[src/rtl/piggy_pkg.sv]
// rtl/piggy_pkg.sv - shared types and coin denominations for the piggy coin bank
// Contents: state_t FSM encoding, COIN_V0..COIN_V3 values, coin_value() lookup.
package piggy_pkg;

  typedef enum logic [1:0] {
    IDLE   = 2'd0,
    PAYOUT = 2'd1,
    DONE   = 2'd2
  } state_t;

  localparam logic [3:0] COIN_V0 = 4'd1;
  localparam logic [3:0] COIN_V1 = 4'd2;
  localparam logic [3:0] COIN_V2 = 4'd5;
  localparam logic [3:0] COIN_V3 = 4'd10;

  function automatic logic [3:0] coin_value(input logic [1:0] sel);
    case (sel)
      2'd0:    return COIN_V0;
      2'd1:    return COIN_V1;
      2'd2:    return COIN_V2;
      default: return COIN_V3;
    endcase
  endfunction

endpackage

[src/rtl/piggy_coin_bank_if.sv]
// rtl/piggy_coin_bank_if.sv - coin/withdraw inputs and bank status outputs bundle
// master drives coin_lvl, coin_sel, withdraw and observes the bank outputs;
// slave (the bank) consumes the inputs and drives balance, goal_reached,
// coin_ack, coin_reject, pay_pulse, pay_done, busy.
interface piggy_coin_bank_if #(
  parameter int BAL_W = 8
);
  logic             coin_lvl;
  logic [1:0]       coin_sel;
  logic             withdraw;
  logic [BAL_W-1:0] balance;
  logic             goal_reached;
  logic             coin_ack;
  logic             coin_reject;
  logic             pay_pulse;
  logic             pay_done;
  logic             busy;

  modport master (
    output coin_lvl, coin_sel, withdraw,
    input  balance, goal_reached, coin_ack, coin_reject, pay_pulse, pay_done, busy
  );

  modport slave (
    input  coin_lvl, coin_sel, withdraw,
    output balance, goal_reached, coin_ack, coin_reject, pay_pulse, pay_done, busy
  );
endinterface

[src/rtl/piggy_edge_det.sv]
// rtl/piggy_edge_det.sv - registered rising-edge detector
// Ports: clk, rst_n (async active-low), lvl_i (synchronous level),
//        rise_o (one-cycle pulse, registered on the edge that sees the rise).
module piggy_edge_det (
  input  logic clk,
  input  logic rst_n,
  input  logic lvl_i,
  output logic rise_o
);
  logic prev_q;
  logic rise_q;

  always_ff @(posedge clk or negedge rst_n) begin
    if (!rst_n) begin
      prev_q <= 1'b0;
      rise_q <= 1'b0;
    end else begin
      prev_q <= lvl_i;
      rise_q <= lvl_i & ~prev_q;
    end
  end

  assign rise_o = rise_q;
endmodule

[src/rtl/piggy_coin_bank.sv]
// rtl/piggy_coin_bank.sv - coin crediting bank with goal flag and paced payout
// Ports: clk, rst_n (async active-low), bus (piggy_coin_bank_if.slave):
//   coin_lvl/coin_sel/withdraw in; balance, goal_reached, coin_ack,
//   coin_reject, pay_pulse, pay_done, busy out (all registered).
// Optional: define PIGGY_LOCK_EN to honour withdraw only once the goal is reached.
module piggy_coin_bank
  import piggy_pkg::*;
#(
  parameter int BAL_W   = 8,
  parameter int GOAL    = 50,
  parameter int PAY_GAP = 4
) (
  input logic             clk,
  input logic             rst_n,
  piggy_coin_bank_if.slave bus
);
  localparam int CNT_W = (PAY_GAP > 2) ? $clog2(PAY_GAP) : 1;
  localparam logic [CNT_W-1:0] GAP_RELOAD = CNT_W'(PAY_GAP - 1);

  logic             coin_rise;
  logic             wd_rise;
  logic [1:0]       sel_q;
  state_t           state_q;
  logic [CNT_W-1:0] gap_q;
  logic [BAL_W-1:0] bal_q;
  logic [BAL_W-1:0] bal_d;
  logic             goal_q;
  logic             ack_q;
  logic             rej_q;
  logic             pay_q;
  logic             done_q;
  logic             busy_q;
  logic [BAL_W:0]   sum;
  logic             coin_fits;
  logic             wd_go;
  logic             pay_now;

  piggy_edge_det u_coin_edge (
    .clk    (clk),
    .rst_n  (rst_n),
    .lvl_i  (bus.coin_lvl),
    .rise_o (coin_rise)
  );

  piggy_edge_det u_wd_edge (
    .clk    (clk),
    .rst_n  (rst_n),
    .lvl_i  (bus.withdraw),
    .rise_o (wd_rise)
  );

  always_comb begin
    // One extra bit: the carry out is exactly the overflow condition.
    sum       = {1'b0, bal_q} + (BAL_W+1)'(coin_value(sel_q));
    coin_fits = ~sum[BAL_W];
    // A coin arriving together with a withdraw wins; the withdraw is dropped.
`ifdef PIGGY_LOCK_EN
    wd_go     = wd_rise & ~coin_rise & (bal_q != '0) & goal_q;
`else
    wd_go     = wd_rise & ~coin_rise & (bal_q != '0);
`endif
    pay_now   = (state_q == PAYOUT) && (gap_q == '0);
    bal_d     = bal_q;
    if ((state_q == IDLE) && coin_rise && coin_fits) begin
      bal_d = sum[BAL_W-1:0];
    end else if (pay_now) begin
      bal_d = bal_q - BAL_W'(1);
    end
  end

  always_ff @(posedge clk or negedge rst_n) begin
    if (!rst_n) begin
      state_q <= IDLE;
      sel_q   <= 2'd0;
      gap_q   <= '0;
      bal_q   <= '0;
      goal_q  <= 1'b0;
      ack_q   <= 1'b0;
      rej_q   <= 1'b0;
      pay_q   <= 1'b0;
      done_q  <= 1'b0;
      busy_q  <= 1'b0;
    end else begin
      // coin_sel captured on the same edge as the coin rise, used one edge later.
      sel_q  <= bus.coin_sel;
      bal_q  <= bal_d;
      goal_q <= (bal_d >= BAL_W'(GOAL));
      ack_q  <= 1'b0;
      rej_q  <= 1'b0;
      pay_q  <= 1'b0;
      done_q <= 1'b0;
      case (state_q)
        IDLE: begin
          if (coin_rise) begin
            ack_q <= coin_fits;
            rej_q <= ~coin_fits;
          end
          if (wd_go) begin
            state_q <= PAYOUT;
            gap_q   <= GAP_RELOAD;
            busy_q  <= 1'b1;
          end
        end
        PAYOUT: begin
          rej_q <= coin_rise;
          if (pay_now) begin
            pay_q <= 1'b1;
            gap_q <= GAP_RELOAD;
            if (bal_q == BAL_W'(1)) begin
              state_q <= DONE;
            end
          end else begin
            gap_q <= gap_q - CNT_W'(1);
          end
        end
        DONE: begin
          rej_q   <= coin_rise;
          done_q  <= 1'b1;
          busy_q  <= 1'b0;
          state_q <= IDLE;
        end
        default: begin
          state_q <= IDLE;
          busy_q  <= 1'b0;
        end
      endcase
    end
  end

  assign bus.balance      = bal_q;
  assign bus.goal_reached = goal_q;
  assign bus.coin_ack     = ack_q;
  assign bus.coin_reject  = rej_q;
  assign bus.pay_pulse    = pay_q;
  assign bus.pay_done     = done_q;
  assign bus.busy         = busy_q;
endmodule
[src/flat_wrapper.sv]
// flat-port wrapper written by rule: the top's interface ports become plain ports
module piggy_coin_bank_flat import piggy_pkg::*;
#(
  parameter int BAL_W   = 8,
  parameter int GOAL    = 50,
  parameter int PAY_GAP = 4
)
  (clk, rst_n, bus_coin_lvl, bus_coin_sel, bus_withdraw, bus_balance, bus_goal_reached, bus_coin_ack, bus_coin_reject, bus_pay_pulse, bus_pay_done, bus_busy);
  piggy_coin_bank_if #(.BAL_W(BAL_W)) bus_i ();
  input logic clk;
  input logic rst_n;
  input wire logic [$bits(bus_i.coin_lvl)-1:0] bus_coin_lvl;
  input wire logic [$bits(bus_i.coin_sel)-1:0] bus_coin_sel;
  input wire logic [$bits(bus_i.withdraw)-1:0] bus_withdraw;
  output wire logic [$bits(bus_i.balance)-1:0] bus_balance;
  output wire logic [$bits(bus_i.goal_reached)-1:0] bus_goal_reached;
  output wire logic [$bits(bus_i.coin_ack)-1:0] bus_coin_ack;
  output wire logic [$bits(bus_i.coin_reject)-1:0] bus_coin_reject;
  output wire logic [$bits(bus_i.pay_pulse)-1:0] bus_pay_pulse;
  output wire logic [$bits(bus_i.pay_done)-1:0] bus_pay_done;
  output wire logic [$bits(bus_i.busy)-1:0] bus_busy;
  assign bus_i.coin_lvl = bus_coin_lvl;
  assign bus_i.coin_sel = bus_coin_sel;
  assign bus_i.withdraw = bus_withdraw;
  assign bus_balance = bus_i.balance;
  assign bus_goal_reached = bus_i.goal_reached;
  assign bus_coin_ack = bus_i.coin_ack;
  assign bus_coin_reject = bus_i.coin_reject;
  assign bus_pay_pulse = bus_i.pay_pulse;
  assign bus_pay_done = bus_i.pay_done;
  assign bus_busy = bus_i.busy;
  piggy_coin_bank #(.BAL_W(BAL_W), .GOAL(GOAL), .PAY_GAP(PAY_GAP)) u_core (.clk(clk), .rst_n(rst_n), .bus(bus_i));
endmodule
[config.mk]
export PLATFORM = sky130hd
export DESIGN_NAME = piggy_coin_bank_flat
export DESIGN_NICKNAME = d
export VERILOG_FILES = /design/src/rtl/piggy_pkg.sv /design/src/rtl/piggy_coin_bank_if.sv /design/src/rtl/piggy_edge_det.sv /design/src/rtl/piggy_coin_bank.sv /design/src/flat_wrapper.sv
export SDC_FILE = /design/constraint.sdc
export NUM_CORES = 1
export LEC_CHECK = 0
export CAP_MARGIN = 15
export CORE_UTILIZATION = 48
export DETAILED_ROUTE_END_ITERATION = 10
export PLACE_DENSITY = 0.86
export SETUP_SLACK_MARGIN = 0.1
export SKIP_CTS_REPAIR_TIMING = 1
export SLEW_MARGIN = 10
export SYNTH_ARGS = -nofsm -noshare
export SYNTH_HDL_FRONTEND = slang
export SYNTH_SLANG_ARGS = --single-unit
export TNS_END_PERCENT = 30
[constraint.sdc]
create_clock -name clk -period 2.4 [get_ports clk]
set_clock_uncertainty 0.15 [all_clocks]
set_input_delay 0.48 -clock clk [delete_from_list [all_inputs] [get_ports clk]]
set_output_delay 0.48 -clock clk [all_outputs]
set_load 0.005 [all_outputs]
==> impl_metrics.env, run 1 <==
export IMPL_start_util_pct=52.3
export IMPL_setup_viol=0
export IMPL_stdcell_area_um2=1720
export IMPL_grt_total_usage_pct=19.8
export IMPL_drt_total_wl_um=2600
export IMPL_portBuffers=19
export IMPL_hold_depth=1
export IMPL_overflow=0
export IMPL_crit_family="adder cells"
export IMPL_setup_tns_final_ns=0
export IMPL_seqPwrFrac_pct=34.6
export IMPL_cp_start_kind="register"
export IMPL_place_ws_ns=-0.0152
export IMPL_pwr_share_comb_pct=54.3
export IMPL_core_area_um2=2540
export IMPL_grt_max_degree=25
export IMPL_vias=1046
export IMPL_grt_pass1_vias=984
export IMPL_htree_levels=1
export IMPL_fin_nets=177
export IMPL_drtAntennaViolNets=0
export IMPL_final_util_pct=67.7
export IMPL_max_vdd_ir_drop_v=0.000807
export IMPL_synthArstFlopShare_pct=100
export IMPL_period_share_pct=96.8
export IMPL_die_width_um=54.7
export IMPL_die_h_um=54.7
export IMPL_slew_headroom_pct=75.0
export IMPL_routedWlPerCell_um=13.9
export IMPL_vias_per_cell=5.59
export IMPL_hold_path_class="reg2reg"
export IMPL_drt_initial_drc_count=21
export IMPL_worstPathCellList="inv_1 -> ha_2 -> fa_2 -> nand3_2 -> and2_1 -> nor2_1 -> mux2_2 -> o21a_1 -> a311o_2"
export IMPL_diodes=0
export IMPL_rsz0062_at_grt="true"
export IMPL_hold_viol=0
export IMPL_p_sw_uw=737
export IMPL_cts_path_max_buffers=2
export IMPL_timing_hold_ws_ns=0.255
export IMPL_end_kind="register"
export IMPL_ys_ff_latch=24
export IMPL_worstRegToRegCells=9
export IMPL_p_int_mw=1.19
export IMPL_synth_edf_count=0
export IMPL_drv_slew=0
export IMPL_worstSetupPathDepth=9
export IMPL_gp_congestion=0.853
export IMPL_power_mw=1.93
export IMPL_critical_path_class="reg2reg"
export IMPL_period_minus_slack_ns=2.32
export IMPL_cts_buffers=3
export IMPL_cp_required_ns=2.47
export IMPL_row_count=18
export IMPL_hpwl_um=1970
export IMPL_cts_tree="done"
export IMPL_cp_num_buf_inv=1
export IMPL_p_leak_nw=0.739
export IMPL_outcome="completed"
export IMPL_setup_ws_ns=0.0761
export IMPL_layout_common_cells="22 x dfrtp_1, 19 x clkdlybuf4s50_1, 11 x buf_4"
export IMPL_final_common_cell="dfrtp_1"
export IMPL_post_route_drc_count=0
export IMPL_syn_inst=127
export IMPL_post_dp_cell_area_um2=1640
export IMPL_yosysWarningCount=0
export IMPL_antenna_found_initial=0
export IMPL_drive_above_1_share_pct=20.4
export IMPL_clk_latency_ns=0.32
export IMPL_dieArea_um2=2990
export IMPL_clkPwrFrac_pct=11.1
export IMPL_cts_sinks=24
export IMPL_final_cells=187
export IMPL_critPathSlowestCell="dfrtp_1"
export IMPL_cts_root_buf="clkbuf_4"
export IMPL_synth_net_count=146
export IMPL_clock_fmax_mhz=430
export IMPL_synthesis_area_um2=1330
export IMPL_place_inst=181
export IMPL_io_pins=20
export IMPL_yosysUniqueCellTypes=38
export IMPL_critPathMaxStageDelay_ns=0.40
export IMPL_arrival_ns=2.39
export IMPL_tightest_slew_ns=0.372
export IMPL_maxCapViolations=0
export IMPL_worstPathMaxFanout=4
export IMPL_powerDensity_nw_per_um2=1120
export IMPL_switching_share_pct=38.3
export IMPL_grt_pass1_wl_um=4120
export IMPL_yosysSeqAreaShare_pct=45.1
export IMPL_synth_avg_cell_area_um2=10.5
export IMPL_ys_flop_type="dfrtp_1"
export IMPL_drt_pass1_iterations=4
export IMPL_areaGrowthSynthToFinish_pct=29.3
export IMPL_path_clk_slew_ns=0.13
-- cells by family after synthesis --
kind of cell	share of synthesized area, %
AND/OR/NAND/NOR	15.3
AO/OA/AOI/OAI	14.2
flip-flops	45.1
adder cells (fa/ha/maj)	12.8
buffers and inverters	3.38
XOR/XNOR	5.26
multiplexers	3.95
-- worst paths after layout --
check	startpoint	to	slack (ns)
worst max-delay path	u_core.sel_q[0]	u_core.bus.goal_reached	0.08
worst min-delay path	u_core.u_wd_edge.prev_q	u_core.u_wd_edge.rise_o	0.25
worst max register to register	u_core.sel_q[0]	u_core.bus.goal_reached	0.08
worst min register to register	u_core.u_wd_edge.prev_q	u_core.u_wd_edge.rise_o	0.25
max in group asynchronous	rst_n	u_core.bus.balance[1]	1.49
min in group asynchronous	rst_n	u_core.sel_q[0]	0.36
-- state kept, by name (all words and copies together), names as in the netlist, 2 cells and up --
name                flops
u_core.state_q          2
u_core.gap_q            2
u_core.sel_q            2
u_core.bus.balance      8
-- power by group through the flow --
stage / sequential (mW) / clock, mW / combinational, mW
2_1_floorplan: 0.675 / 0 / 0.588
3_3_place_gp: 0.663 / 0 / 0.976
3_5_place_dp: 0.670 / 0 / 1.01
4_1_cts: 0.661 / 0.218 / 1.02
5_1_grt: 0.686 / 0.232 / 1.17
6_report: 0.667 / 0.214 / 1.05
-- area by class of cell --
class | instances | area, um2
inverter | 7 | 26.3
timing repair buffer | 30 | 273
fill | 194 | 823
tap | 30 | 37.5
clock buffer | 4 | 36.3
sequential | 24 | 603
multi-input combinational | 92 | 746
-- cell usage after synthesis (3+ instances only) --
| cell | number | area share [%] |
|---|---|---|
| dfrtp_1 | 24 | 45 |
| ha_1 | 12 | 11 |
| nor2_1 | 10 | 2.8 |
| nand2_1 | 9 | 2.5 |
| inv_1 | 7 | 2.0 |
| a21oi_1 | 6 | 2.3 |
| o21ai_0 | 6 | 2.3 |
| xnor2_1 | 5 | 3.3 |
| nor2b_1 | 4 | 1.9 |
| buf_2 | 3 | 1.1 |
| mux2i_1 | 3 | 2.3 |
| nand3_1 | 3 | 1.1 |
| xor2_1 | 3 | 2.0 |
-- per-layer routing --
layer | GRT usage, % | up-vias | routed length [um]
met5 | 0 | - | 0
met3 | 3.33 | 7 | 101
li1 | - | 510 | -
met1 | 23.4 | 502 | 1130
met2 | 35.7 | 27 | 1330
met4 | 6.41 | 0 | 41
No activity file was read; power rests on OpenSTA's default activity.
==> inputs of run 2 (changes only) <==
Settings changed: PLACE_DENSITY 0.86 to 0.76.
==> impl_metrics.env, run 2 (synthesis results as in run 1) <==
export IMPL_die_h_um=54.7
export IMPL_vias=1079
export IMPL_path_clk_slew_ns=0.14
export IMPL_final_util_pct=71.3
export IMPL_rsz0062_at_grt="true"
export IMPL_diodes=0
export IMPL_antenna_found_initial=0
export IMPL_p_leak_nw=0.775
export IMPL_stdcell_area_um2=1810
export IMPL_overflow=0
export IMPL_switching_share_pct=38.4
export IMPL_arrival_ns=2.38
export IMPL_core_area_um2=2540
export IMPL_grt_total_usage_pct=20.6
export IMPL_drive_above_1_share_pct=26.5
export IMPL_cts_sinks=24
export IMPL_layout_common_cells="23 x dfrtp_1, 19 x clkdlybuf4s50_1, 16 x buf_4"
export IMPL_setup_viol=0
export IMPL_period_minus_slack_ns=2.32
export IMPL_power_mw=2.06
export IMPL_clk_latency_ns=0.30
export IMPL_critPathMaxStageDelay_ns=0.39
export IMPL_end_kind="register"
export IMPL_final_cells=192
export IMPL_areaGrowthSynthToFinish_pct=36.3
export IMPL_gp_congestion=0.893
export IMPL_tightest_slew_ns=0.349
export IMPL_place_inst=182
export IMPL_seqPwrFrac_pct=32.5
export IMPL_hpwl_um=1920
export IMPL_cp_num_buf_inv=1
export IMPL_routedWlPerCell_um=14.6
export IMPL_powerDensity_nw_per_um2=1140
export IMPL_row_count=18
export IMPL_drt_initial_drc_count=32
export IMPL_period_share_pct=96.9
export IMPL_cts_tree="done"
export IMPL_final_common_cell="dfrtp_1"
export IMPL_worstPathMaxFanout=3
export IMPL_portBuffers=19
export IMPL_htree_levels=1
export IMPL_die_width_um=54.7
export IMPL_dieArea_um2=2990
export IMPL_cts_path_max_buffers=2
export IMPL_vias_per_cell=5.62
export IMPL_maxCapViolations=0
export IMPL_start_util_pct=52.3
export IMPL_grt_pass1_vias=985
export IMPL_cts_buffers=3
export IMPL_outcome="completed"
export IMPL_crit_family="adder cells"
export IMPL_p_int_mw=1.27
export IMPL_critical_path_class="reg2reg"
export IMPL_post_dp_cell_area_um2=1650
export IMPL_hold_viol=0
export IMPL_clkPwrFrac_pct=10.3
export IMPL_grt_pass1_wl_um=4280
export IMPL_pwr_share_comb_pct=57.3
export IMPL_post_route_drc_count=0
export IMPL_slew_headroom_pct=76.5
export IMPL_setup_tns_final_ns=0
export IMPL_cp_required_ns=2.46
export IMPL_drv_slew=0
export IMPL_drt_total_wl_um=2800
export IMPL_critPathSlowestCell="a311o_2"
export IMPL_max_vdd_ir_drop_v=0.000780
export IMPL_hold_path_class="reg2reg"
export IMPL_cp_start_kind="register"
export IMPL_drt_pass1_iterations=4
export IMPL_cts_root_buf="clkbuf_4"
export IMPL_rrSetupSlack_ns=0.08
export IMPL_fin_nets=182
export IMPL_largest_register_ffs=8
export IMPL_clock_fmax_mhz=430
export IMPL_io_pins=20
export IMPL_drtAntennaViolNets=0
export IMPL_worstPathCellList="inv_1 -> ha_2 -> fa_2 -> nand3_2 -> a21oi_4 -> nor2_4 -> mux2i_2 -> xor2_1 -> a311o_2"
export IMPL_grt_max_degree=25
export IMPL_p_sw_uw=791
==> run 2: cell type report <==
type / count / area (um2)
timing repair buffer: 35 / 310
tap: 30 / 37.5
multi-input combinational: 92 / 802
sequential: 24 / 602
clock buffer: 4 / 36.3
fill: 177 / 731
inverter: 7 / 26.3
==> run 2: layer usage <==
metal	track usage (%)	vias up	part of all wire [%]
li1	-	524	-
met1	29.0	523	48
met2	32.3	30	47
met3	2.78	2	4.0
met4	6.41	0	0.50
met5	0	-	0
==> run 2: worst reg2reg max path: cells and delay by family, from the launching register on <==
| family | cells | cell delay (ns) |
|---|---|---|
| simple gates | 2 | 0.25 |
| xor+xnor | 1 | 0.11 |
| mux | 1 | 0.26 |
| buf+inv | 1 | 0.05 |
| flops | 1 | 0.38 |
| compound gates | 2 | 0.46 |
| fa+ha+maj | 2 | 0.55 |
==> run 2: path summary, 6_finish.rpt <==
path	from	endpoint	cells after the start
worst min register to register	u_core.u_coin_edge.prev_q	u_core.u_coin_edge.rise_o	1
worst min-delay path	u_core.u_coin_edge.prev_q	u_core.u_coin_edge.rise_o	1
worst max register to register	u_core.sel_q[0]	u_core.bus.goal_reached	9
max in group asynchronous	rst_n	u_core.bus.balance[1]	2
min in group asynchronous	rst_n	u_core.gap_q[1]	2
worst max-delay path	u_core.sel_q[0]	u_core.bus.goal_reached	9
==> run 2: power by group through the flow <==
stage	sequential [mW]	clock, mW	combinational [mW]
after CTS	0.658	0.216	1.04
after global routing	0.690	0.234	1.29
after detailed placement	0.666	0	1.02
after floorplan	0.675	0	0.588
after global placement	0.660	0	1.00
final	0.670	0.211	1.18
==> run 2: metrics by stage <==
| step | setup WS [ns] | hold WS [ns] |
|---|---|---|
| 2_1_floorplan | 0.0911 | 0.0344 |
| 4_1_cts | -0.0139 | 0.255 |
| 3_5_place_dp | 0.00703 | 0.237 |
| 5_1_grt | -0.00466 | 0.274 |
| 6_report | 0.0752 | 0.253 |
| 3_3_place_gp | 0.0511 | 0.233 |
==> inputs of run 3 (changes only) <==
Settings changed: CAP_MARGIN 15 to default, CORE_UTILIZATION 48 to 47, PLACE_DENSITY 0.76 to 0.75.
==> impl_metrics.env, run 3 (synthesis results as in run 1) <==
export IMPL_arrival_ns=2.43
export IMPL_clkPwrFrac_pct=10.9
export IMPL_die_width_um=55.2
export IMPL_cts_root_buf="clkbuf_4"
export IMPL_start_util_pct=51.9
export IMPL_period_minus_slack_ns=2.35
export IMPL_drv_slew=0
export IMPL_diodes=0
export IMPL_drt_total_wl_um=2860
export IMPL_powerDensity_nw_per_um2=1150
export IMPL_drt_initial_drc_count=43
export IMPL_cts_path_max_buffers=2
export IMPL_layout_common_cells="23 x dfrtp_1, 19 x clkdlybuf4s50_1, 15 x buf_4"
export IMPL_drive_above_1_share_pct=23.6
export IMPL_drt_pass1_iterations=4
export IMPL_grt_max_degree=25
export IMPL_cp_start_kind="register"
export IMPL_rrSetupSlack_ns=0.05
export IMPL_maxCapViolations=0
export IMPL_cts_buffers=3
export IMPL_gp_congestion=0.816
export IMPL_pwr_share_comb_pct=56.1
export IMPL_cts_sinks=24
export IMPL_grt_pass1_wl_um=5010
export IMPL_place_ws_ns=0.00568
export IMPL_row_count=18
export IMPL_power_mw=2.02
export IMPL_routedWlPerCell_um=15.0
export IMPL_htree_levels=1
export IMPL_grt_pass1_vias=1062
export IMPL_vias_per_cell=5.69
export IMPL_fillerInstances=198
export IMPL_areaGrowthSynthToFinish_pct=31.6
export IMPL_hold_viol=0
export IMPL_fin_nets=181
export IMPL_io_pins=20
export IMPL_worstPathMaxFanout=3
export IMPL_dieArea_um2=3050
export IMPL_max_vdd_ir_drop_v=0.000746
export IMPL_clock_fmax_mhz=425
export IMPL_final_common_cell="dfrtp_1"
export IMPL_setup_ws_ns=0.0490
export IMPL_p_leak_nw=0.766
export IMPL_end_kind="register"
export IMPL_p_sw_uw=780
export IMPL_outcome="completed"
export IMPL_die_h_um=55.2
export IMPL_period_share_pct=98.0
export IMPL_vias=1087
export IMPL_portBuffers=19
export IMPL_cp_required_ns=2.48
export IMPL_tightest_slew_ns=0.323
export IMPL_clk_latency_ns=0.32
export IMPL_largest_register_ffs=8
export IMPL_core_area_um2=2570
export IMPL_overflow=0
export IMPL_p_int_mw=1.24
export IMPL_setup_viol=0
export IMPL_antenna_found_initial=0
export IMPL_hold_path_class="reg2reg"
export IMPL_slew_headroom_pct=78.5
export IMPL_path_clk_slew_ns=0.14
export IMPL_post_route_drc_count=0
export IMPL_cts_tree="done"
export IMPL_seqPwrFrac_pct=33.0
export IMPL_rsz0062_at_grt="true"
export IMPL_grt_total_usage_pct=20.3
export IMPL_switching_share_pct=38.6
export IMPL_hpwl_um=2050
export IMPL_critical_path_class="reg2reg"
export IMPL_drtAntennaViolNets=0
export IMPL_timing_hold_ws_ns=0.254
run 3: worst paths after layout:
path,startpoint,end,cells past startpoint
worst max register to register,u_core.sel_q[0],u_core.bus.goal_reached,9
worst max-delay path,u_core.sel_q[0],u_core.bus.goal_reached,9
worst min-delay path,u_core.u_coin_edge.prev_q,u_core.u_coin_edge.rise_o,1
min in group asynchronous,rst_n,u_core.gap_q[0],2
max in group asynchronous,rst_n,u_core.bus.balance[1],2
worst min register to register,u_core.u_coin_edge.prev_q,u_core.u_coin_edge.rise_o,1
run 3: layer usage:
metal | GRT usage, % | wire length, um | vias up
li1 | - | - | 523
met2 | 33.7 | 1400 | 41
met5 | 0 | 0 | -
met4 | 6.43 | 43 | 0
met1 | 27.5 | 1260 | 518
met3 | 2.81 | 153 | 5
run 3: power groups by stage:
| stage | Clock, mW | Combinational [mW] | Sequential [mW] |
|---|---|---|---|
| 3_3_place_gp | 0 | 1.00 | 0.665 |
| 2_1_floorplan | 0 | 0.588 | 0.675 |
| 3_5_place_dp | 0 | 1.03 | 0.670 |
| 4_1_cts | 0.225 | 1.04 | 0.663 |
| 5_1_grt | 0.242 | 1.26 | 0.686 |
| 6_report | 0.220 | 1.13 | 0.667 |
run 3: layout make-up:
cell class                 instances  area, um2  area share, %
tap                               30       37.5           2.14
sequential                        24        602           34.4
inverter                           7       26.3           1.50
multi-input combinational         92        747           42.6
clock buffer                       4       36.3           2.07
timing repair buffer              34        303           17.3
run 3: per-stage QoR:
step                cells  util, %   TNS, ns  instance area [um2]
finish                191     68.2         0                 1750
global route          191     68.2  -0.00257                 1750
CTS                   186     65.6   -0.0427                 1680
detailed placement    182     64.2         0                 1650
global placement      182     64.2         0                 1650
floorplan             127        -         0                 1370
run 3: critical path, cell delays in order, from the launching register on:
cell and delay [ns]:
dfrtp_1 0.40, inv_1 0.06, ha_2 0.20, fa_2 0.36, nand3_2 0.10, and2_4 0.15, nor2_1 0.06, mux2_2 0.26
o21a_1 0.18, a311o_2 0.35
